File: src/rtl/pipe_stage_reg.sv
// Pipeline stage register: opaque ctrl/data bundles with a valid/ready handshake,
// flush, zero-control bubbles and an optional 2-entry skid buffer.
module pipe_stage_reg #(
  parameter int unsigned CTRL_W = 24,
  parameter int unsigned DATA_W = 192,
  parameter bit          SKID   = 1'b1
) (
  input  logic              CLK,
  input  logic              RST_N,
  input  logic              FLUSH,
  input  logic              in_valid,
  output logic              in_ready,
  input  logic [CTRL_W-1:0] in_ctrl,
  input  logic [DATA_W-1:0] in_data,
  output logic              out_valid,
  input  logic              out_ready,
  output logic [CTRL_W-1:0] out_ctrl,
  output logic [DATA_W-1:0] out_data,
  output logic [1:0]        occ
);

  logic              r_main_v;
  logic [CTRL_W-1:0] r_main_ctrl;
  logic [DATA_W-1:0] r_main_data;
  logic              r_skid_v;
  logic [CTRL_W-1:0] r_skid_ctrl;
  logic [DATA_W-1:0] r_skid_data;
  logic [1:0]        r_occ;

  logic w_in_ready;
  logic w_acc;
  logic w_xfer;
  logic w_main_v_nxt;
  logic w_skid_v_nxt;
  logic w_main_ld_in;
  logic w_main_ld_skid;
  logic w_skid_ld;
  logic [1:0] w_occ_nxt;

  // With SKID=0 the skid entry can never load: an accept into a held main is
  // impossible because in_ready already requires main to be empty or draining.
  always_comb begin
    w_in_ready     = SKID ? !r_skid_v : (!r_main_v || out_ready);
    w_acc          = in_valid && w_in_ready;
    w_xfer         = r_main_v && out_ready;
    w_main_v_nxt   = r_main_v;
    w_skid_v_nxt   = r_skid_v;
    w_main_ld_in   = 1'b0;
    w_main_ld_skid = 1'b0;
    w_skid_ld      = 1'b0;
    if (FLUSH) begin
      w_main_v_nxt = 1'b0;
      w_skid_v_nxt = 1'b0;
    end else if (r_skid_v && w_xfer) begin
      w_main_ld_skid = 1'b1;
      w_skid_v_nxt   = 1'b0;
    end else if (w_acc && (!r_main_v || w_xfer)) begin
      w_main_ld_in = 1'b1;
      w_main_v_nxt = 1'b1;
    end else if (w_acc) begin
      w_skid_ld    = 1'b1;
      w_skid_v_nxt = 1'b1;
    end else if (w_xfer) begin
      w_main_v_nxt = 1'b0;
    end
    w_occ_nxt = {1'b0, w_main_v_nxt} + {1'b0, w_skid_v_nxt};
  end

  always_ff @(posedge CLK or negedge RST_N) begin
    if (!RST_N) begin
      r_main_v    <= 1'b0;
      r_skid_v    <= 1'b0;
      r_occ       <= '0;
      r_main_ctrl <= '0;
      r_main_data <= '0;
      r_skid_ctrl <= '0;
      r_skid_data <= '0;
    end else begin
      r_main_v <= w_main_v_nxt;
      r_skid_v <= w_skid_v_nxt;
      r_occ    <= w_occ_nxt;
      if (w_main_ld_in) begin
        r_main_ctrl <= in_ctrl;
        r_main_data <= in_data;
      end else if (w_main_ld_skid) begin
        r_main_ctrl <= r_skid_ctrl;
        r_main_data <= r_skid_data;
      end
      if (w_skid_ld) begin
        r_skid_ctrl <= in_ctrl;
        r_skid_data <= in_data;
      end
    end
  end

  assign in_ready  = w_in_ready;
  assign out_valid = r_main_v;
  assign out_ctrl  = r_main_v ? r_main_ctrl : '0;
  assign out_data  = r_main_data;
  assign occ       = r_occ;

endmodule

File: config.mk
export PLATFORM = sky130hd
export DESIGN_NAME = pipe_stage_reg
export DESIGN_NICKNAME = d
export VERILOG_FILES = /design/src/rtl/pipe_stage_reg.sv
export SDC_FILE = /design/constraint.sdc
export NUM_CORES = 1
export LEC_CHECK = 0
export BUFFER_PORTS_ARGS = -buffer_cell sky130_fd_sc_hd__buf_2
export CAP_MARGIN = 20
export CORE_MARGIN = 2
export CORE_UTILIZATION = 40
export DETAILED_ROUTE_END_ITERATION = 12
export PLACE_DENSITY = 0.68
export SLEW_MARGIN = 10
export SYNTH_ARGS = -nofsm -noshare
export SYNTH_HDL_FRONTEND = slang
export SYNTH_SLANG_ARGS = --single-unit
File: constraint.sdc
create_clock -name CLK -period 2.4 [get_ports CLK]
set_input_delay 0.12 -clock CLK [delete_from_list [all_inputs] [get_ports CLK]]
set_output_delay 0.12 -clock CLK [all_outputs]
set_load 0.05 [all_outputs]
==> summary by stage, run 1 <==
Run status
The run finished with clean final reports.

Layout
The number of filler cells placed in the layout is between 3000 and 4000. Summing all multi-input logic gate instances after layout gives approximately 6200 um2. Compared with the post-synthesis result, the final layout area differs by 36.5%. The total number of nets in the final design is ~2100.

The storage element area is ~11000 um2. The proportion of layout cells with a drive suffix above 1 is between 30% and 40%.

Detailed routing
The post-detailed-routing wire length is approximately 48000 um. The count of TritonRoute iterations in the first routing pass is 5. The average wire per cell in the routed design is a little under 20 um. After detailed routing, the number of remaining DRC violations is 0. Once detail routing completed, the nets flagged for antenna violations numbered 0. The first-iteration detailed-routing DRC count is approximately 900. For this block, the via count after detailed routing is between 10000 and 15000. The via density per instance is ~5.3.

GRT
Entering global routing, the biggest net connects about 220 pins. The first global-routing pass estimated ~77000 um of wire. The number of antenna violations at the first check in global routing is 4. In the global route stage, overall resource usage came out at around a fifth. The number of global-route vias before repair came to roughly 14000. For this run the aggregate overflow at the end of global routing stands at 0.

Timing
The total count of hold-check failures in the final report came to 0. Setup total negative slack on the finished layout was measured at 0 ns. Setup repair after global routing left no endpoint under its margin. After layout, the worst path uses 85.9% of the clock period. The maximum clock skew at final layout is approximately 0.014 ns. For the pin with the worst max-slew slack, the measured transition is slightly below 0.9 ns. The maximum achievable frequency is ~0.49 GHz.

Setup violations remaining at the end of the flow were counted as 0. The minimum clock period is between 2 and 2.5 ns. Headroom to the max-slew limit came out at about 41%. The number of max-slew violations in the final report is 0.

Yosys
The flip-flop cell with the highest count after synthesis is sky130_fd_sc_hd__dfrtp_1. For this run, the number of Yosys warnings is 0. sky130_fd_sc_hd__dfrtp_1 takes more of the synthesized area than any other cell. The area fraction of the dominant cell type after synthesis is around 61%. The number of nets in the synthesized netlist is around 1400. Counting distinct cell types in the post-synthesis netlist gives 22. The mean cell area of the mapped netlist is about 15 um2. The number of synthesized flops with an enable pin is 0. The sequential-to-total area share from yosys stat is between 60% and 70%. The register bit total from synthesis is between 400 and 500. The mapped netlist covers 17800 um2.

The number of instances in the synthesized netlist is around 1200. By area the synthesized netlist is led by sky130_fd_sc_hd__dfrtp_1 61%, sky130_fd_sc_hd__mux2_2 12%, sky130_fd_sc_hd__a221o_1 12%. The fraction of registers with async set/reset is 100%.

Flow run
Across the run, the number of max-cap violations was 0.

Setup path
The critical path start-end classification is reg -> reg. The cell with the largest stage delay on the worst path is sky130_fd_sc_hd__or3b_4. The combined buffer and inverter count along the critical path is 1. In this design, the stage delay of the slowest critical-path cell is ~0.45 ns. STA classifies the critical path endpoint as a register. The arrival time at the worst endpoint is between 2 and 3 ns. The gate family responsible for the most delay along the worst path is compound AO/OA/AOI/OAI gates. The worst setup path is launched from a register. The signal on the critical path passes through or3b_4, o21ba_4, buf_12, a221o_1.

At the worst endpoint, the required time is between 2 and 3 ns. Of all nets on the critical path, the largest fanout is ~170.

Clocking
The clock passes through at most 3 buffers. The number of clock buffers inserted by TritonCTS is 47. Clock-pin slew was measured on the worst setup and hold paths at about 0.060 ns.

At the later pin of the worst-skew pair, clock insertion delay measures approximately 0.56 ns. The H-tree generated during clock tree synthesis spans 2 levels. The tree is rooted in a sky130_fd_sc_hd__clkbuf_16. The clock net sink count is 436.

Once the clock tree was built, the setup fixing pass inserted 0 buffers. The CTS tree is yes.

Die
From bottom edge to top edge, the die measures about 210 um. After floorplanning, the core was sized to cover 44000 um2. The die covers around 46000 um2. The overall die width is around 210 um. Row generation in the floorplan step produced a little under 80 rows.

The I/O pin total is about 440. Once the floorplan was initialized, standard cells occupied 40.4% of the core.

Power and ir drop
Power comes to 23.0 mW. For this design the static power due to leakage is about 12 nW. The worst-case IR drop observed on VDD is around 0.00062 V.

The power density relative to cell area is roughly 950 nW/um2.

Min path
The class of the worst hold path is in -> reg.

Place
The post-DP HPWL is 28700 um. The number of buffers inserted by port buffering is 440. The final weighted congestion in routability-driven placement is between 0.8 and 0.9.
layout by cell type, fill, tap and decap left out, types with 4 or more instances in the layout:
cell type / count
sky130_fd_sc_hd__a221o_1: 216
sky130_fd_sc_hd__and2_1: 240
sky130_fd_sc_hd__buf_12: 14
sky130_fd_sc_hd__buf_2: 439
sky130_fd_sc_hd__buf_4: 14
sky130_fd_sc_hd__bufinv_16: 5
sky130_fd_sc_hd__clkbuf_1: 19
sky130_fd_sc_hd__clkbuf_16: 49
sky130_fd_sc_hd__clkbuf_8: 4
sky130_fd_sc_hd__clkinv_2: 7
sky130_fd_sc_hd__dfrtp_1: 436
sky130_fd_sc_hd__diode_2: 5
sky130_fd_sc_hd__dlygate4sd3_1: 221
sky130_fd_sc_hd__mux2_1: 12
sky130_fd_sc_hd__mux2_2: 195
sky130_fd_sc_hd__mux2_4: 9
repair_timing:
item / in CTS / in global routing
endpoints found under the hold margin: 721 / 0
gates resized for setup: 0 / 0
hold buffers: 221 / 0
cell families after synthesis:
group,count (synthesis),share of synthesized area (%)
multiplexers,216,13.9
buffers and inverters,100,3.71
AND/OR/NAND/NOR,246,8.69
adder cells (fa/ha/maj),1,0.0703
flip-flops,436,61.3
AO/OA/AOI/OAI,221,12.3
final timing paths:
check                              endpoint  cells past startpoint        startpoint  slack [ns]
setup / recovery              out_data[117]                      4          r_skid_v        0.34
setup reg to reg              out_data[117]                      4          r_skid_v        0.34
hold / removal                       occ[1]                      4          in_valid        0.08
max in group asynchronous    r_skid_data[6]                      3             RST_N        1.37
hold reg to reg            r_skid_data[149]                      1  r_skid_data[149]        0.48
min in group asynchronous     out_data[119]                      2             RST_N        0.12
synthesized netlist by cell type (2+ instances only):
cell,count
sky130_fd_sc_hd__a21oi_1,2
sky130_fd_sc_hd__a221o_1,216
sky130_fd_sc_hd__and2_1,240
sky130_fd_sc_hd__buf_2,24
sky130_fd_sc_hd__buf_6,34
sky130_fd_sc_hd__clkbuf_1,39
sky130_fd_sc_hd__dfrtp_1,436
sky130_fd_sc_hd__inv_1,2
sky130_fd_sc_hd__mux2_1,12
sky130_fd_sc_hd__mux2_2,195
sky130_fd_sc_hd__mux2_4,9
where the power goes:
part           switching, mW  internal [mW]  leakage, nW
registers              0.864           9.03         5.38
logic                   3.55           2.15         5.55
clock network           2.94           4.42        0.757
total                   7.36           15.6         11.7
per-layer routing:
layer,routed length (um),vias to the layer above,GRT usage (%)
li1,-,5815,-
met1,19100,6699,25.6
met2,23500,488,33.8
met3,3050,132,4.71
met4,2310,0,10.8
met5,0,-,0
sequential cells by signal, indices dropped and copies added, names as in the netlist:
name	cells
r_main_ctrl	24
out_data	192
out_valid	1
r_skid_data	192
r_skid_v	1
r_skid_ctrl	24
occ	2
area by class of cell:
cell class / instances / share of cell area [%]
Clock inverter: 14 / 0.830
Clock buffer: 72 / 5.57
Antenna cell: 5 / 0.0515
Tap cell: 592 / 3.05
Sequential cell: 436 / 44.9
Multi-Input combinational cell: 684 / 25.7
Timing Repair Buffer: 689 / 19.8
Inverter: 2 / 0.0309
tightest hold or removal path, delay by kind of cell:
| kind | cells | cell delay, ns |
|---|---|---|
| adder cells (fa/ha/maj) | 1 | 0.19 |
| buffers and inverters | 1 | 0.12 |
| AO/OA/AOI/OAI | 1 | 0.08 |
| AND/OR/NAND/NOR | 1 | 0.07 |
through the flow:
stage                     utilization (%)  std cells  instance area, um2  worst slack [ns]  hold slack, ns
after detailed placement             46.6       2182               20500             0.394           0.119
after floorplan                         -       1220               17800             0.407          -0.176
after global placement               46.6       2182               20500             0.442           0.115
final                                55.1       2494               24300             0.340          0.0763
after global routing                 55.1       2493               24300             0.283          0.0807
after CTS                            55.1       2489               24300             0.387          0.0248
Power figures use the tool's default switching activity.
==> run 2, diff against run 1 <==
- PLACE_DENSITY: 0.68 -> 0.72
==> run 2 against run 1 <==
Compared with the run above:
- clock skew is 0.0015 ns lower
- utilization hardly changed
- via count is 2.1% higher
- die area stayed put
- clock power is 2% lower
- highest routed layer unchanged
==> summary by stage, run 2 (synthesis results as in run 1) <==
Run status
The run finished with clean final reports.

Setup path
The critical path start-end classification is reg -> reg. Data on the critical path arrives at its endpoint at between 2 and 3 ns. STA classifies the critical path startpoint as a register.

The required time of the critical path is between 2 and 3 ns. The worst reg2reg path depth is 4. The type of destination of the critical path is a register. In this run the worst path has a maximum fanout of 101.

Die
The area of the core is ~44000 um2. The floorplan has between 70 and 80 rows. The die outline height is ~210 um. The initial utilization of the core area, before any placement, comes to 40.4%. The I/O pin total is about 440. The die covers 46200 um2. The overall die width is around 210 um.

Timing
Subtracting the final worst setup slack from the clock period gives approximately 2.1 ns. The total count of hold-check failures in the final report was 0. Setup repair after global routing left no endpoint under its margin. The maximum clock skew at final layout is 0.0121 ns. The number of max-slew violations in the final report is 0.

The maximum achievable frequency is roughly 0.47 GHz. The transition time at the pin with the least slew margin is between 0.9 and 1 ns. After layout, the worst path uses 88.1% of the clock period. In this run the tightest slew margin relative to its limit is between 30% and 40%. The count of final setup violators is 0. The sum of negative setup slack is 0 ns.

Layout
The most common cell after layout, fill and taps aside is sky130_fd_sc_hd__buf_2. The post-route netlist has between 30% and 40% of its cells at a drive strength greater than 1. The number of filler cells placed in the layout is roughly 3500. The layout-stage area growth over the synthesis result is 36.5%.

For this run, the post-layout net count is approximately 2100. Leaving out fill and tap cells, the most frequent cells in the layout are 439 x sky130_fd_sc_hd__buf_2, 436 x sky130_fd_sc_hd__dfrtp_1, 240 x sky130_fd_sc_hd__and2_1.

GRT
The total overflow left after global routing is 0. The global-route total usage across every layer is about a fifth. Entering global routing, the biggest net connects 217 pins. The number of antenna violations at the first check in global routing came to 2.

The number of global-route vias before repair is approximately 14000. The first global-routing pass estimated ~80000 um of wire.

Detailed routing
The count of TritonRoute iterations in the first routing pass is 7. The first-iteration detailed-routing DRC count is about 950. The number of vias after detailed routing is about 13000. In this run the remaining antenna-violating nets after routing total 0. Dividing the detail-routed wire length by the instance count gives between 15 and 20 um.

In the routed layout, each cell is associated on average with a via count of about 5.4. Wires add up to around 49000 um. After detailed routing, the number of remaining DRC violations is 0.

Power and ir drop
The worst-case vdd ir drop is roughly 0.00076 V. The power density relative to cell area is between 900 and 1000 nW/um2. The analysis attributes to cell leakage a power of between 10 and 15 nW. The design draws roughly 23 mW.

Clocking
Counting the buffers created by CTS gives 46. The CTS H-tree depth is 2. Clock-pin slew was measured on the worst setup and hold paths at roughly 0.060 ns. The clock passes through at most 3 buffers. The clock net sink count is approximately 440. Clock latency on the worst-skew pair, taken at its later pin, is 0.57 ns. The tree is rooted in a sky130_fd_sc_hd__clkbuf_16.

Gates resized during post-CTS repair numbered 0. TritonCTS built the clock tree.

Place
The number of buffers inserted by port buffering is 440. Summed over all nets, the half-perimeter wirelength after detailed placement is 29200 um. At the end of routability-driven placement, the weighted congestion stood at 0.805.

Flow run
The max capacitance violation total is 0.

Min path
The worst hold path depth is 4. The class of the worst hold path is in -> reg.
-- run 2: cell count changes in the layout (fill, tap and decap cells not counted) --
cell	previous run	this run
sky130_fd_sc_hd__buf_12	14	12
sky130_fd_sc_hd__buf_4	14	26
sky130_fd_sc_hd__bufinv_16	5	3
sky130_fd_sc_hd__clkbuf_1	19	15
sky130_fd_sc_hd__clkbuf_8	4	8
sky130_fd_sc_hd__clkinv_2	7	6
sky130_fd_sc_hd__clkinv_4	1	0
sky130_fd_sc_hd__diode_2	5	2
-- run 2: path summary, 6_finish.rpt --
kind,endpoint,from,slack [ns]
setup / recovery,out_data[131],r_skid_v,0.29
setup reg to reg,out_data[131],r_skid_v,0.29
hold reg to reg,r_skid_data[146],r_skid_data[146],0.48
max in group asynchronous,r_skid_data[27],RST_N,1.37
min in group asynchronous,r_skid_data[132],RST_N,0.21
hold / removal,occ[1],in_valid,0.09
-- run 2: power by group --
group | leakage [nW] | switching, mW | internal [mW] | total [mW]
sequential | 5.38 | 0.890 | 9.03 | 9.92
clock | 0.745 | 2.88 | 4.29 | 7.18
combinational | 5.58 | 3.59 | 2.16 | 5.75
-- run 2: metrics by stage --
| stage | std cells | setup WS [ns] | area (um2) | utilization (%) | hold slack (ns) |
|---|---|---|---|---|---|
| 4_1_cts | 2495 | 0.359 | 24300 | 55.1 | 0.0451 |
| 5_1_grt | 2497 | 0.255 | 24300 | 55.2 | 0.0816 |
| 3_5_place_dp | 2192 | 0.368 | 20500 | 46.7 | 0.214 |
| 2_1_floorplan | 1220 | 0.407 | 17800 | - | -0.176 |
| 3_3_place_gp | 2192 | 0.414 | 20500 | 46.7 | 0.214 |
| 6_report | 2497 | 0.286 | 24300 | 55.2 | 0.0879 |
-- run 2: final cells by class --
type / count / area [um2] / area share, %
multi-input cells: 684 / 6240 / 25.7
clock buffers: 72 / 1390 / 5.73
clock inverters: 10 / 128 / 0.526
diodes: 2 / 5.00 / 0.0206
flip-flops and latches: 436 / 10900 / 44.9
well taps: 592 / 741 / 3.05
inverters: 2 / 7.51 / 0.0309
repair buffers: 699 / 4860 / 20.0
-- run 2: layer usage --
metal  vias to the layer above  global-route usage (%)  part of all wire (%)
li1                       5831                       -                     -
met1                      6891                    25.7                    39
met2                       562                    35.4                    49
met3                       132                    4.95                   7.0
met4                         0                    9.84                   4.4
met5                         -                       0                     0
-- run 2: worst max-delay path, cell delays in order (launching register included) --
cell and delay (ns):
sky130_fd_sc_hd__dfrtp_1 0.42, sky130_fd_sc_hd__or3b_4 0.45, sky130_fd_sc_hd__o21ba_4 0.35, sky130_fd_sc_hd__buf_12 0.25, sky130_fd_sc_hd__a221o_1 0.39
-- run 2: what timing repair did --
action	in CTS	in global routing
hold buffers	221	0
endpoints found under the hold margin	506	0
setup buffers	0	0
==> run 3, diff against run 2 <==
- PLACE_DENSITY: 0.72 -> 0.64
==> run 3 against run 2 <==
Compared with the run above:
- register-to-register slack better by 0.05 ns
- highest routed layer unchanged
- combinational power down 0.9%
- first-iteration DRC count up 0.63%
- via count down 3.1%
- non-clock buffer count down 11
- largest cell class unchanged
- critical path type unchanged
- cell area about the same
- hold slack better by 0.0066 ns
- largest power group unchanged
- count of clock-buffer cells in the layout down 5
==> summary by stage, run 3 (synthesis results as in run 1) <==
Layout
In the final layout, the share of cells above drive strength 1 is between 30% and 40%. Summing all flip-flop and latch instances after layout gives 10900 um2. In the layout the commonest cells are 439 x sky130_fd_sc_hd__buf_2, 436 x sky130_fd_sc_hd__dfrtp_1, 240 x sky130_fd_sc_hd__and2_1. In the final design database the tool counted between 2000 and 2500 nets. Summing all multi-input logic gate instances after layout gives approximately 6200 um2. The most common cell after layout, fill and taps aside is sky130_fd_sc_hd__buf_2. The filler cells instantiated in the layout total ~3600. 0 antenna diodes ended up in the layout.

The layout-stage area growth over the synthesis result is 36.6%.

Die
The effective utilization at floorplan is a little over 40%. The die outline area is 46200 um2. The floorplan step set the die height to 215 um. After floorplanning, the core was divided into 77 placement rows. The area of the core is about 44000 um2. During I/O placement, the number of pins put on the boundary was about 440. The floorplan step set the die width to ~210 um.

Setup path
The worst reg2reg path depth is 4. Tracing the worst setup path back leads to its startpoint at r_skid_v. The worst setup path is captured at a register. The required time of the critical path is 2.84 ns. In this run the register-to-register setup slack is 0.34 ns. The arrival time at the worst endpoint is roughly 2.5 ns. In this run the critical register-to-register path is launched from r_skid_v. The worst setup path is of the reg -> reg kind. In this run the worst path has a maximum fanout of 58. STA classifies the critical path startpoint as a register. The reg-to-reg critical path endpoint is out_data[106].

Clocking
The number of resized instances in the post-cts repair step is 0. The root buffer cell chosen for the clock tree is sky130_fd_sc_hd__clkbuf_16. The number of clock buffers inserted by TritonCTS is 47. The register clock-pin slew on the reported worst setup and hold paths is about 0.060 ns. The clock passes through at most 3 buffers.

The later pin in the worst-skew pair is clocked with a latency of between 0.5 and 0.6 ns. The CTS tree is yes. The CTS H-tree depth is 2. Counting every sink on the clock net gives 436.

Timing
Subtracting the final worst setup slack from the clock period gives between 2 and 2.5 ns. Across all hold checks on the routed design, the worst slack comes to roughly 0.094 ns. In the finished design, the share of the clock period the worst path needs comes to between 80% and 90%. The count of final setup violators is 0. The sum of negative setup slack is 0 ns. The maximum achievable frequency is 0.484 GHz. The total count of hold-check failures in the final report came to 0.

The number of max-slew violations in the final report is 0. Between clock sinks in the finished design, the worst skew comes to approximately 0.014 ns. Headroom to the max-slew limit came out at about 33%. Setup repair after global routing left no endpoint under its margin.

The transition time at the pin with the least slew margin is 1.00 ns.

GRT
The number of antenna violations at the first check in global routing was 0. The number of global-route vias before repair came to 13830. The largest net degree at the start of global routing is ~220. The wire length of the first global-routing pass is 76400 um. Global routing consumed, over all layers together, about 20% of the routing resources. The global route total overflow is 0.

Power and ir drop
Power spread over the standard cell area amounts to 945 nW/um2. Power comes to 22.9 mW. The worst-case vdd ir drop is between 0.0007 and 0.0008 V. In this run the static leakage power is around 12 nW.

Place
The wire-length estimate of the detail-placed layout is slightly below 30000 um. The final weighted congestion in routability-driven placement is approximately 0.81. The number of buffers inserted by port buffering is 440.

Detailed routing
The average wire per cell in the routed design is around 19 um. The count of TritonRoute iterations in the first routing pass is 5. The final layout contains routed wiring with a total length of 47100 um. The total DRC errors in the routed layout is 0. The detail route stage leaves a number of antenna-violating nets equal to 0. Using the TritonRoute via totals, the vias-per-cell ratio works out to about 5.2.

After the first detailed-routing iteration, the DRC count stood at approximately 950. The number of vias after detailed routing is 13006.

Flow run
The max capacitance violation total is 0.

Run status
The flow ran to the end, and the final reports show no timing, DRC or antenna violations.

Min path
The class of the worst hold path is in -> async.
run 3: cell count changes in the layout (fill, tap and decap cells not counted), sizes merged:
cell,change
diode,-2
buf,-12
bufinv,+2
dlygate4sd3,+1
clkinv,+1
clkinvlp,+1
clkbuf,-5
run 3: power breakdown:
part	switching, mW	internal, mW	leakage, nW
clock network	2.89	4.50	0.772
logic	3.55	2.16	5.55
registers	0.834	9.03	5.38
run 3: layer usage:
layer	up-vias	track usage (%)	routed length (um)
li1	5819	-	-
met1	6651	25.6	19500
met2	425	33.4	22700
met3	111	4.84	2900
met4	0	9.44	2000
met5	-	0	0
run 3: through the flow:
stage               instances  instance area, um2  worst slack (ns)  utilization [%]
floorplan                1220               17800             0.407                -
global placement         2180               20500             0.383             46.6
detailed placement       2180               20500             0.342             46.6
CTS                      2483               24300             0.330             55.2
global route             2483               24300             0.268             55.2
finish                   2483               24300             0.335             55.2
run 3: critical path, stage by stage, from the launching register on:
cell and delay (ns):
sky130_fd_sc_hd__dfrtp_1 0.42, sky130_fd_sc_hd__or3b_4 0.45, sky130_fd_sc_hd__o21ba_4 0.41, sky130_fd_sc_hd__buf_12 0.27, sky130_fd_sc_hd__a221o_1 0.34
run 3: how the worst max path moves through the flow:
stage / cells after the start / slack, ns / to
after floorplan: 7 / 0.41 / r_skid_data[173]
after global placement: 4 / 0.38 / out_data[16]
after detailed placement: 4 / 0.34 / r_main_ctrl[10]
after CTS: 4 / 0.33 / out_data[9]
after global routing: 4 / 0.27 / out_data[16]
final: 4 / 0.34 / out_data[106]
run 3: area by class of cell:
| class | instances | share of cell area (%) |
|---|---|---|
| clock buffer | 67 | 5.65 |
| multi-input combinational | 684 | 25.7 |
| sequential | 436 | 44.9 |
| timing repair buffer | 688 | 19.8 |
| inverter | 2 | 0.0309 |
| tap | 592 | 3.05 |
| clock inverter | 14 | 0.839 |
run 3: what timing repair did:
item                                   in CTS  in global routing
buffers inserted                            0                  0
endpoints found under the hold margin     781                  0
hold buffers                              222                  0
